<file path="src/rtl/mod_classifier_pkg.sv">
// Shared class and decision-FSM encodings for the modulation classifier.
// The display/report stage imports these same definitions.
package mod_classifier_pkg;

    typedef enum logic [2:0] {
        CLS_NONE = 3'd0,
        CLS_CW   = 3'd1,
        CLS_AM   = 3'd2,
        CLS_ASK  = 3'd3,
        CLS_FM   = 3'd4
    } mod_class_e;

    typedef enum logic [1:0] {
        ST_IDLE     = 2'd0,
        ST_CLASSIFY = 2'd1,
        ST_CONFIRM  = 2'd2
    } fsm_state_e;

endpackage

</file>
<file path="src/rtl/mod_classifier_if.sv">
// Measurement-in / classification-out bundle of the modulation classifier.
interface mod_classifier_if #(
    parameter int N = 8
);
    logic         meas_valid;
    logic [N-1:0] vpp;
    logic [N-1:0] papr;
    logic         is_sine_wave;
    logic [2:0]   mod_type;
    logic         mod_valid;
    logic         locked;

    modport master (
        output meas_valid, vpp, papr, is_sine_wave,
        input  mod_type, mod_valid, locked
    );

    modport slave (
        input  meas_valid, vpp, papr, is_sine_wave,
        output mod_type, mod_valid, locked
    );
endinterface

</file>
<file path="src/rtl/mod_classifier_win_stats.sv">
// Per-window frame statistics; the closing frame is folded in and copied to a snapshot.
module win_stats #(
    parameter int N          = 8,
    parameter int WIN_FRAMES = 8,
    parameter int LOG2_WIN   = 3
) (
    input  logic                  clk,
    input  logic                  rst_n,
    input  logic                  meas_valid,
    input  logic [N-1:0]          vpp,
    input  logic [N-1:0]          papr,
    input  logic                  is_sine_wave,
    output logic                  snap_valid,
    output logic [N-1:0]          snap_vpp_max,
    output logic [N-1:0]          snap_vpp_min,
    output logic [LOG2_WIN:0]     snap_sine_cnt,
    output logic [N+LOG2_WIN-1:0] snap_papr_sum
);
    localparam int SUM_W = N + LOG2_WIN;
    localparam int CNT_W = LOG2_WIN + 1;

    logic [CNT_W-1:0] frame_cnt;
    logic [N-1:0]     acc_max, acc_min, nxt_max, nxt_min;
    logic [CNT_W-1:0] acc_sine, nxt_sine;
    logic [SUM_W-1:0] acc_sum, nxt_sum;
    logic             closing;

    always_comb begin
        nxt_max  = (vpp > acc_max) ? vpp : acc_max;
        nxt_min  = (vpp < acc_min) ? vpp : acc_min;
        nxt_sine = acc_sine + CNT_W'(is_sine_wave);
        nxt_sum  = acc_sum + SUM_W'(papr);
        closing  = meas_valid && (frame_cnt == CNT_W'(WIN_FRAMES - 1));
    end

    // Accumulators return to "empty" on the closing edge so the next frame starts a fresh window.
    always_ff @(posedge clk or negedge rst_n) begin
        if (!rst_n) begin
            frame_cnt     <= '0;
            acc_max       <= '0;
            acc_min       <= '1;
            acc_sine      <= '0;
            acc_sum       <= '0;
            snap_valid    <= 1'b0;
            snap_vpp_max  <= '0;
            snap_vpp_min  <= '0;
            snap_sine_cnt <= '0;
            snap_papr_sum <= '0;
        end else begin
            snap_valid <= closing;
            if (closing) begin
                snap_vpp_max  <= nxt_max;
                snap_vpp_min  <= nxt_min;
                snap_sine_cnt <= nxt_sine;
                snap_papr_sum <= nxt_sum;
                acc_max       <= '0;
                acc_min       <= '1;
                acc_sine      <= '0;
                acc_sum       <= '0;
                frame_cnt     <= '0;
            end else if (meas_valid) begin
                acc_max   <= nxt_max;
                acc_min   <= nxt_min;
                acc_sine  <= nxt_sine;
                acc_sum   <= nxt_sum;
                frame_cnt <= frame_cnt + 1'b1;
            end
        end
    end
endmodule

</file>
<file path="src/rtl/mod_classifier.sv">
// Modulation classifier: window decision FSM with N-window confirmation before publishing.
//   state       | meaning
//   ST_IDLE     | waiting for a fresh (or pending) window snapshot
//   ST_CLASSIFY | register the candidate class from the snapshot
//   ST_CONFIRM  | compare with previous candidate, update lock, maybe publish
module mod_classifier
    import mod_classifier_pkg::*;
#(
    parameter int N          = 8,
    parameter int WIN_FRAMES = 8,
    parameter int LOG2_WIN   = 3,
    parameter int VPP_MIN    = 16,
    parameter int AM_SPAN    = 24,
    parameter int PAPR_LO    = 6,
    parameter int PAPR_HI    = 10,
    parameter int CONFIRM    = 2
) (
    input  logic        clk,
    input  logic        rst_n,
    mod_classifier_if.slave bus
);
    localparam int SUM_W   = N + LOG2_WIN;
    localparam int CNT_W   = LOG2_WIN + 1;
    localparam int MATCH_W = (CONFIRM < 2) ? 1 : $clog2(CONFIRM + 1);

    logic             snap_valid;
    logic [N-1:0]     snap_vpp_max, snap_vpp_min, span;
    logic [CNT_W-1:0] snap_sine_cnt;
    logic [SUM_W-1:0] snap_papr_sum, papr_avg;

    fsm_state_e       state_q, state_d;
    logic             pending_q;
    mod_class_e       cls_d, cand_q, prev_q, mod_type_q;
    logic [MATCH_W-1:0] match_q, match_d;
    logic             locked_q, locked_d, mod_valid_q, publish;

    win_stats #(
        .N          (N),
        .WIN_FRAMES (WIN_FRAMES),
        .LOG2_WIN   (LOG2_WIN)
    ) u_win_stats (
        .clk           (clk),
        .rst_n         (rst_n),
        .meas_valid    (bus.meas_valid),
        .vpp           (bus.vpp),
        .papr          (bus.papr),
        .is_sine_wave  (bus.is_sine_wave),
        .snap_valid    (snap_valid),
        .snap_vpp_max  (snap_vpp_max),
        .snap_vpp_min  (snap_vpp_min),
        .snap_sine_cnt (snap_sine_cnt),
        .snap_papr_sum (snap_papr_sum)
    );

    // First-match priority: absent carrier, keyed-off frames, envelope swing, steady sine, else FM.
    always_comb begin
        span     = snap_vpp_max - snap_vpp_min;
        papr_avg = snap_papr_sum >> LOG2_WIN;
        cls_d    = CLS_FM;
        if (snap_vpp_max < N'(VPP_MIN))
            cls_d = CLS_NONE;
        else if (snap_vpp_min < N'(VPP_MIN))
            cls_d = CLS_ASK;
        else if (span >= N'(AM_SPAN))
            cls_d = CLS_AM;
        else if ((snap_sine_cnt == CNT_W'(WIN_FRAMES)) &&
                 (papr_avg >= SUM_W'(PAPR_LO)) && (papr_avg <= SUM_W'(PAPR_HI)))
            cls_d = CLS_CW;
    end

    always_comb begin
        state_d = state_q;
        case (state_q)
            ST_IDLE:     if (snap_valid || pending_q) state_d = ST_CLASSIFY;
            ST_CLASSIFY: state_d = ST_CONFIRM;
            ST_CONFIRM:  state_d = ST_IDLE;
            default:     state_d = ST_IDLE;
        endcase
    end

    always_comb begin
        match_d  = 1'b1;
        locked_d = 1'b0;
        if (cand_q == prev_q) begin
            match_d  = (match_q >= MATCH_W'(CONFIRM)) ? match_q : match_q + 1'b1;
            locked_d = locked_q;
        end
        publish = (match_d == MATCH_W'(CONFIRM)) && ((cand_q != mod_type_q) || !locked_d);
    end

    always_ff @(posedge clk or negedge rst_n) begin
        if (!rst_n) begin
            state_q     <= ST_IDLE;
            pending_q   <= 1'b0;
            cand_q      <= CLS_NONE;
            prev_q      <= CLS_NONE;
            match_q     <= '0;
            mod_type_q  <= CLS_NONE;
            locked_q    <= 1'b0;
            mod_valid_q <= 1'b0;
        end else begin
            state_q     <= state_d;
            mod_valid_q <= 1'b0;
            // A snapshot landing mid-decision is remembered and picked up on the next IDLE cycle.
            if (state_q == ST_IDLE)
                pending_q <= 1'b0;
            else if (snap_valid)
                pending_q <= 1'b1;
            if (state_q == ST_CLASSIFY)
                cand_q <= cls_d;
            if (state_q == ST_CONFIRM) begin
                match_q     <= match_d;
                prev_q      <= cand_q;
                locked_q    <= publish | locked_d;
                mod_valid_q <= publish;
                if (publish)
                    mod_type_q <= cand_q;
            end
        end
    end

    assign bus.mod_type  = mod_type_q;
    assign bus.mod_valid = mod_valid_q;
    assign bus.locked    = locked_q;
endmodule
</file>
<file path="src/flat_wrapper.sv">
// flat-port wrapper written by rule: the top's interface ports become plain ports
module mod_classifier_flat import mod_classifier_pkg::*;
#(
    parameter int N          = 8,
    parameter int WIN_FRAMES = 8,
    parameter int LOG2_WIN   = 3,
    parameter int VPP_MIN    = 16,
    parameter int AM_SPAN    = 24,
    parameter int PAPR_LO    = 6,
    parameter int PAPR_HI    = 10,
    parameter int CONFIRM    = 2
)
  (clk, rst_n, bus_meas_valid, bus_vpp, bus_papr, bus_is_sine_wave, bus_mod_type, bus_mod_valid, bus_locked);
  mod_classifier_if #(.N(N)) bus_i ();
  input  logic clk;
  input  logic rst_n;
  input wire logic [$bits(bus_i.meas_valid)-1:0] bus_meas_valid;
  input wire logic [$bits(bus_i.vpp)-1:0] bus_vpp;
  input wire logic [$bits(bus_i.papr)-1:0] bus_papr;
  input wire logic [$bits(bus_i.is_sine_wave)-1:0] bus_is_sine_wave;
  output wire logic [$bits(bus_i.mod_type)-1:0] bus_mod_type;
  output wire logic [$bits(bus_i.mod_valid)-1:0] bus_mod_valid;
  output wire logic [$bits(bus_i.locked)-1:0] bus_locked;
  assign bus_i.meas_valid = bus_meas_valid;
  assign bus_i.vpp = bus_vpp;
  assign bus_i.papr = bus_papr;
  assign bus_i.is_sine_wave = bus_is_sine_wave;
  assign bus_mod_type = bus_i.mod_type;
  assign bus_mod_valid = bus_i.mod_valid;
  assign bus_locked = bus_i.locked;
  mod_classifier #(.N(N), .WIN_FRAMES(WIN_FRAMES), .LOG2_WIN(LOG2_WIN), .VPP_MIN(VPP_MIN), .AM_SPAN(AM_SPAN), .PAPR_LO(PAPR_LO), .PAPR_HI(PAPR_HI), .CONFIRM(CONFIRM)) u_core (.clk(clk), .rst_n(rst_n), .bus(bus_i));
endmodule
</file>
<file path="config.mk">
export PLATFORM = sky130hd
export DESIGN_NAME = mod_classifier_flat
export DESIGN_NICKNAME = d
export VERILOG_FILES = /design/src/rtl/mod_classifier_pkg.sv /design/src/rtl/mod_classifier_if.sv /design/src/rtl/mod_classifier_win_stats.sv /design/src/rtl/mod_classifier.sv /design/src/flat_wrapper.sv
export SDC_FILE = /design/constraint.sdc
export NUM_CORES = 1
export LEC_CHECK = 0
export BUFFER_PORTS_ARGS = -buffer_cell sky130_fd_sc_hd__buf_4
export CAP_MARGIN = 10
export CORE_MARGIN = 10
export CORE_UTILIZATION = 35
export CTS_BUF_LIST = sky130_fd_sc_hd__clkbuf_16
export CTS_CLUSTER_SIZE = 28
export DETAILED_ROUTE_END_ITERATION = 8
export PLACE_DENSITY = 0.57
export SYNTH_ARGS = -nofsm -noshare
export SYNTH_HDL_FRONTEND = slang
export SYNTH_HIERARCHICAL = 1
export SYNTH_SLANG_ARGS = --single-unit
</file>
<file path="constraint.sdc">
create_clock -name clk -period 6.2 [get_ports clk]
set_input_delay 0.31 -clock clk [delete_from_list [all_inputs] [get_ports clk]]
set_output_delay 0.31 -clock clk [all_outputs]
set_load 0.02 [all_outputs]
</file>
# After elaboration in Yosys (flattened, before gate mapping)
# Cells that the tools add are included.
dict set report op_classes {
  reduce_logical 11
  addsub 5
  magnitude_cmp 8
  muxes 24
  eq_ne 8
  bitwise 1
}
# op count
set ops {}
lappend ops {{$mux 8} 6}
lappend ops {{$mux 11} 2}
lappend ops {{$lt 8x5->1 const B} 2}
lappend ops {{$mux 4} 4}
lappend ops {{$mux 3} 4}
lappend ops {{$add 11x8->11} 1}
lappend ops {{$ge 8x3->1 const B} 1}
lappend ops {{$ge 8x5->1 const B} 1}
lappend ops {{$gt 8x8->1} 1}
lappend ops {{$le 8x4->1 const B} 1}
lappend ops {{$lt 8x8->1} 1}
lappend ops {{$sub 8x8->8} 1}
lappend ops {{$mux 2} 3}
lappend ops {{$add 4x1->4} 1}
lappend ops {{$add 4x1->4 const B} 1}
lappend ops {{$eq 2x2->1 const B} 2}
lappend ops {{$eq 4x3->1 const B} 1}
lappend ops {{$eq 4x4->1 const B} 1}
lappend ops {{$logic_and 1x1->1} 4}
lappend ops {{$mux 1} 4}
lappend ops {{$pmux 2 s2} 1}
lappend ops {{$reduce_bool 2->1} 2}
lappend ops {{$eq 3x3->1} 1}
lappend ops {{$ne 3x3->1} 1}
lappend ops {{other kinds (9)} 10}
dict set report word_totals {
  in_bits 20
  out_inout_bits 5
  wordCells 75
  regBits 83
}

# Longest topological paths before layout
dict set report logic_depth {
  ltp_word 7
  ltp_mapped 10
  mapped_depth_nobuf 9
}

# Hierarchy
# Netlist, hierarchy kept.
# mod cells_per_inst seq_area_each_um2 area_per_inst_um2 instances
set modules_own_cells {}
lappend modules_own_cells {win_stats 346 1686.6 3508.4 1}
lappend modules_own_cells {mod_classifier 118 400.4 1106.1 1}

# Worst setup path after synthesis
# No wires, ideal clock.
dict set report synth_path {
  kind {reg2reg}
  start {register u_core.u_win_stats.snap_vpp_max[0]}
  end {register u_core.cand_q[1]}
  stages_incl_launch_ff 10
  arrival_ns 2.054
  t_required_ns 6.074
  setup_ns 0.126
  synth_period_minus_slack_ns 2.180
  slack_ns 4.020
  n_path_buf 0
  path_cell_list {dfrtp_1 > inv_1 > ha_1 > inv_1 > fa_1 > and3_2 > or3_1 > a41oi_2 > nand4b_2 > o32a_1}
}
dict set report synth_via {
  elab_chain_cells 5
  word_cells_on_any_way 6
  classes_between {add/sub: 1; order compare: 2; mux: 3}
}
# item line_no
set synth_rtl {}
lappend synth_rtl {{start, declared} mod_classifier_win_stats.sv:14} ;# output logic [N-1:0] snap_vpp_max,
lappend synth_rtl {{start signal, assigned} mod_classifier_win_stats.sv:52} ;# snap_vpp_max <= nxt_max;
lappend synth_rtl {{$sub 8x8->8} mod_classifier.sv:57} ;# span = snap_vpp_max - snap_vpp_min;
lappend synth_rtl {{$ge 8x5->1} mod_classifier.sv:64} ;# else if (span >= N'(AM_SPAN))
lappend synth_rtl {{$mux 3} mod_classifier.sv:64}
lappend synth_rtl {{$mux 3} mod_classifier.sv:62} ;# else if (snap_vpp_min < N'(VPP_MIN))
lappend synth_rtl {{$mux 3 *} mod_classifier.sv:60} ;# if (snap_vpp_max < N'(VPP_MIN))
lappend synth_rtl {{end signal, assigned} mod_classifier.sv:110} ;# cand_q <= cls_d;
lappend synth_rtl {{end, declared} mod_classifier.sv:33} ;# mod_class_e cls_d, cand_q, prev_q, mod_type_q;
# Mark *: on every way between the ends. The rest lies on a longest branch, timed or not.
# A chain may end at the register's enable or synchronous reset.

# Worst setup path in the final report
dict set report layout_path {
  start {register u_core.u_win_stats.acc_max[1]}
  end {register u_core.u_win_stats.acc_max[3]}
}
dict set report layout_via {
  elab_chain_cells 4
}
# item line_no
set layout_rtl {}
lappend layout_rtl {{start, declared} mod_classifier_win_stats.sv:23} ;# logic [N-1:0] acc_max, acc_min, nxt_max, nxt_min;
lappend layout_rtl {{start signal, assigned} mod_classifier_win_stats.sv:62} ;# acc_max <= nxt_max;
lappend layout_rtl {{$gt 8x8->1} mod_classifier_win_stats.sv:29} ;# nxt_max = (vpp > acc_max) ? vpp : acc_max;
lappend layout_rtl {{$mux 8} mod_classifier_win_stats.sv:29}
lappend layout_rtl {{$mux 8} mod_classifier_win_stats.sv:61} ;# end else if (meas_valid) begin
lappend layout_rtl {{$mux 8} mod_classifier_win_stats.sv:51} ;# if (closing) begin
# Every way passes these cells. The select of a mux whose other input is x is not followed.

==> flow_metrics.py <==
metrics = {
    "floorplan": {
        "die_area_um2": 17800,
        "start_util_pct": 35.7,
        "core_um2": 12600,
        "die_w_um": 133,
        "chipHeight_um": 133,
        "rows": 41,
        "ios": 25,
    },
    "synthesis": {
        "synthCells": 453,
        "postSynthAreaPerCell_um2": 9.95,
        "yosys_warnings": 6,
        "synth_nets": 509,
        "netlist_area_um2": 4510,
    },
    "final_layout": {
        "multiInputGateArea_um2": 2260,
        "syn_to_final_growth_pct": 13.5,
        "fin_util_pct": 40.5,
        "antenna_cells": 0,
        "fillers": 1258,
        "drive_gt1_share_pct": 13.4,
        "nets": 530,
        "seqCellArea_um2": 2010,
    },
    "power_and_ir_drop": {
        "comb_power_share_pct": 44.6,
        "ir_drop_mv": 0.186,
        "p_int_mw": 1.62,
        "powerDensity_nw_per_um2": 512,
        "netSwitchingPower_mw": 1.00,
        "power_frac_seq_pct": 35.6,
        "p_sw_share_pct": 38.3,
        "p_leak_nw": 2.47,
        "pwr-share-clk_pct": 19.7,
    },
    "sta": {
        "period_share_pct": 46.8,
        "fin_crit_ns": 2.90,
        "hold_viol": 0,
        "relSlewSlack_pct": 23.2,
        "rsz0062_at_grt": "no",
        "setup_violations": 0,
        "fin_tns_setup_ns": 0,
        "fmax_mhz": 345,
        "tightest_slew_ns": 1.15,
        "drv_slew": 0,
        "finalClockSkew_ns": 0.00350,
    },
    "grt": {
        "grt_use_met1_pct": 14.8,
        "grt_max_degree": 81,
        "grt_pass1_wl_um": 16000,
        "grt.total_usage_pct": 10.7,
        "overflow": 0,
        "gr-usage-met2_pct": 15.6,
        "grt_pass1_vias": 3290,
        "grtUsageMet3_pct": 2.63,
        "antenna_found_initial": 0,
        "busiest_layer": "met2",
    },
    "clock_network": {
        "cts_tree": "yes",
        "clkLatencyLatePin_ns": 0.33,
        "cts-root-buf": "clkbuf_16",
        "cts_buffer_depth": 2,
        "numCtsBuffers": 9,
        "postCtsSetupBuffers": 0,
        "clk_pin_slew_ns": 0.06,
        "cts-resized-gates": 0,
        "numClockSinks": 80,
        "htree_levels": 3,
        "post_cts_hold_buffer_count": 0,
    },
    "worst_setup_path": {
        "slowest_delay_ns": 0.90,
        "crit_arrival_ns": 3.12,
        "end_kind": "register",
        "critPathRequiredTime_ns": 6.42,
        "r2r_start": "u_core/u_win_stats/acc_max[1]$_DFFE_PN0P_",
        "startpoint": "u_core/u_win_stats/acc_max[1]$_DFFE_PN0P_",
        "cp-start-kind": "register",
        "worstSetupPathType": "reg2reg",
        "cp_cell_sequence": "inv_1 > ha_1 > nor2b_1 > o211ai_1 > a21oi_1 > o22ai_1 > nor2_1 > a22o_1",
        "crit_slowest_cell": "o22ai_1",
        "crit_path_max_fanout": 10,
    },
    "detailed_routing": {
        "postRouteWirelength_um": 8980,
        "first_pass_iters": 4,
        "drtIter0Drc": 167,
        "vias": 3213,
        "routedWlPerCell_um": 13.8,
        "drcViolationCount": 0,
        "ant_nets": 0,
        "via_per_inst": 4.94,
    },
    "placed_design": {
        "hpwlAfterDp_um": 6320,
        "port_buffers": 24,
        "place_congestion": 0.794,
    },
    "worst_hold_path": {
        "hold_class": "in2async",
    },
    "run_status": {
        "status": "finished clean",
    },
    "flow_run": {
        "max_cap_violations": 0,
    },
}
-- routing by layer --
| metal | up-vias | share of wire, % |
|---|---|---|
| li1 | 1642 | - |
| met1 | 1532 | 52 |
| met2 | 31 | 44 |
| met3 | 8 | 2.4 |
| met4 | 0 | 1.3 |
| met5 | - | 0 |
-- layout make-up --
type                    instances  area share (%)
clock buffers                   9            4.40
repair buffers                 25            3.67
flip-flops and latches         80            39.3
inverters                      40            2.94
well taps                     172            4.21
clock inverters                 7            1.25
multi-input cells             318            44.2
-- power groups by stage --
| stage | Clock (mW) | Combinational [mW] | Sequential (mW) |
|---|---|---|---|
| floorplan | 0 | 0.961 | 0.900 |
| finish | 0.517 | 1.17 | 0.934 |
| CTS | 0.537 | 1.18 | 0.935 |
| global placement | 0 | 1.14 | 0.934 |
| detailed placement | 0 | 1.18 | 0.943 |
| global route | 0.564 | 1.35 | 0.969 |
-- flip-flops by register name (all words and copies together) (netlist names), 3 cells and up --
name                              flops
u_core/u_win_stats/acc_sine           4
u_core/u_win_stats/snap_vpp_max       8
u_core/u_win_stats/acc_min            8
u_core/u_win_stats/snap_sine_cnt      4
u_core/u_win_stats/frame_cnt          4
u_core/cand_q                         3
u_core/u_win_stats/snap_papr_sum      8
u_core/u_win_stats/acc_sum           11
u_core/u_win_stats/snap_vpp_min       8
u_core/u_win_stats/acc_max            8
u_core/prev_q                         3
u_core/bus.mod_type                   3
-- through the flow --
| stage | instances | power, mW | setup slack [ns] | area, µm² | hold WS [ns] |
|---|---|---|---|---|---|
| floorplan | 453 | 1.86 | 4.02 | 4510 | 0.0144 |
| global placement | 635 | 2.08 | 3.40 | 4830 | 0.466 |
| detailed placement | 635 | 2.12 | 3.34 | 4830 | 0.472 |
| CTS | 651 | 2.65 | 3.32 | 5110 | 0.213 |
| global route | 651 | 2.89 | 3.13 | 5110 | 0.238 |
| finish | 651 | 2.62 | 3.30 | 5110 | 0.144 |
-- placed cells by master, fill, tap and decap left out, drive strengths merged, types with 11 or more instances in the layout --
cell    n
a21oi  15
xnor2  11
dfrtp  72
inv    41
ha     34
buf    25
nand2  60
o21ai  42
nor2   14
nand3  11
mux2i  17
-- worst max-delay path: cells and delay by family (launching register included) --
family	cells	cell delay [ns]
AOI/OAI and AO/OA	4	1.57
and+or+nand+nor	2	0.50
DFF	1	0.37
adders and majority gates	1	0.28
buffers and inverters	1	0.05
-- final timing paths --
path | to | slack (ns) | cells past startpoint
setup / recovery | u_core/u_win_stats/acc_max[3]$_DFFE_PN0P_ | 3.30 | 8
hold / removal | u_core/u_win_stats/snap_papr_sum[3]$_DFFE_PN0P_ | 0.14 | 1
setup reg to reg | u_core/u_win_stats/acc_max[3]$_DFFE_PN0P_ | 3.30 | 8
hold reg to reg | u_core/u_win_stats/snap_vpp_min[1]$_DFFE_PN0P_ | 0.48 | 2
max in group asynchronous | u_core/u_win_stats/acc_sine[0]$_DFFE_PN0P_ | 5.39 | 1
min in group clk | u_core/u_win_stats/acc_max[1]$_DFFE_PN0P_ | 0.25 | 2
Power figures use the tool's default switching activity.
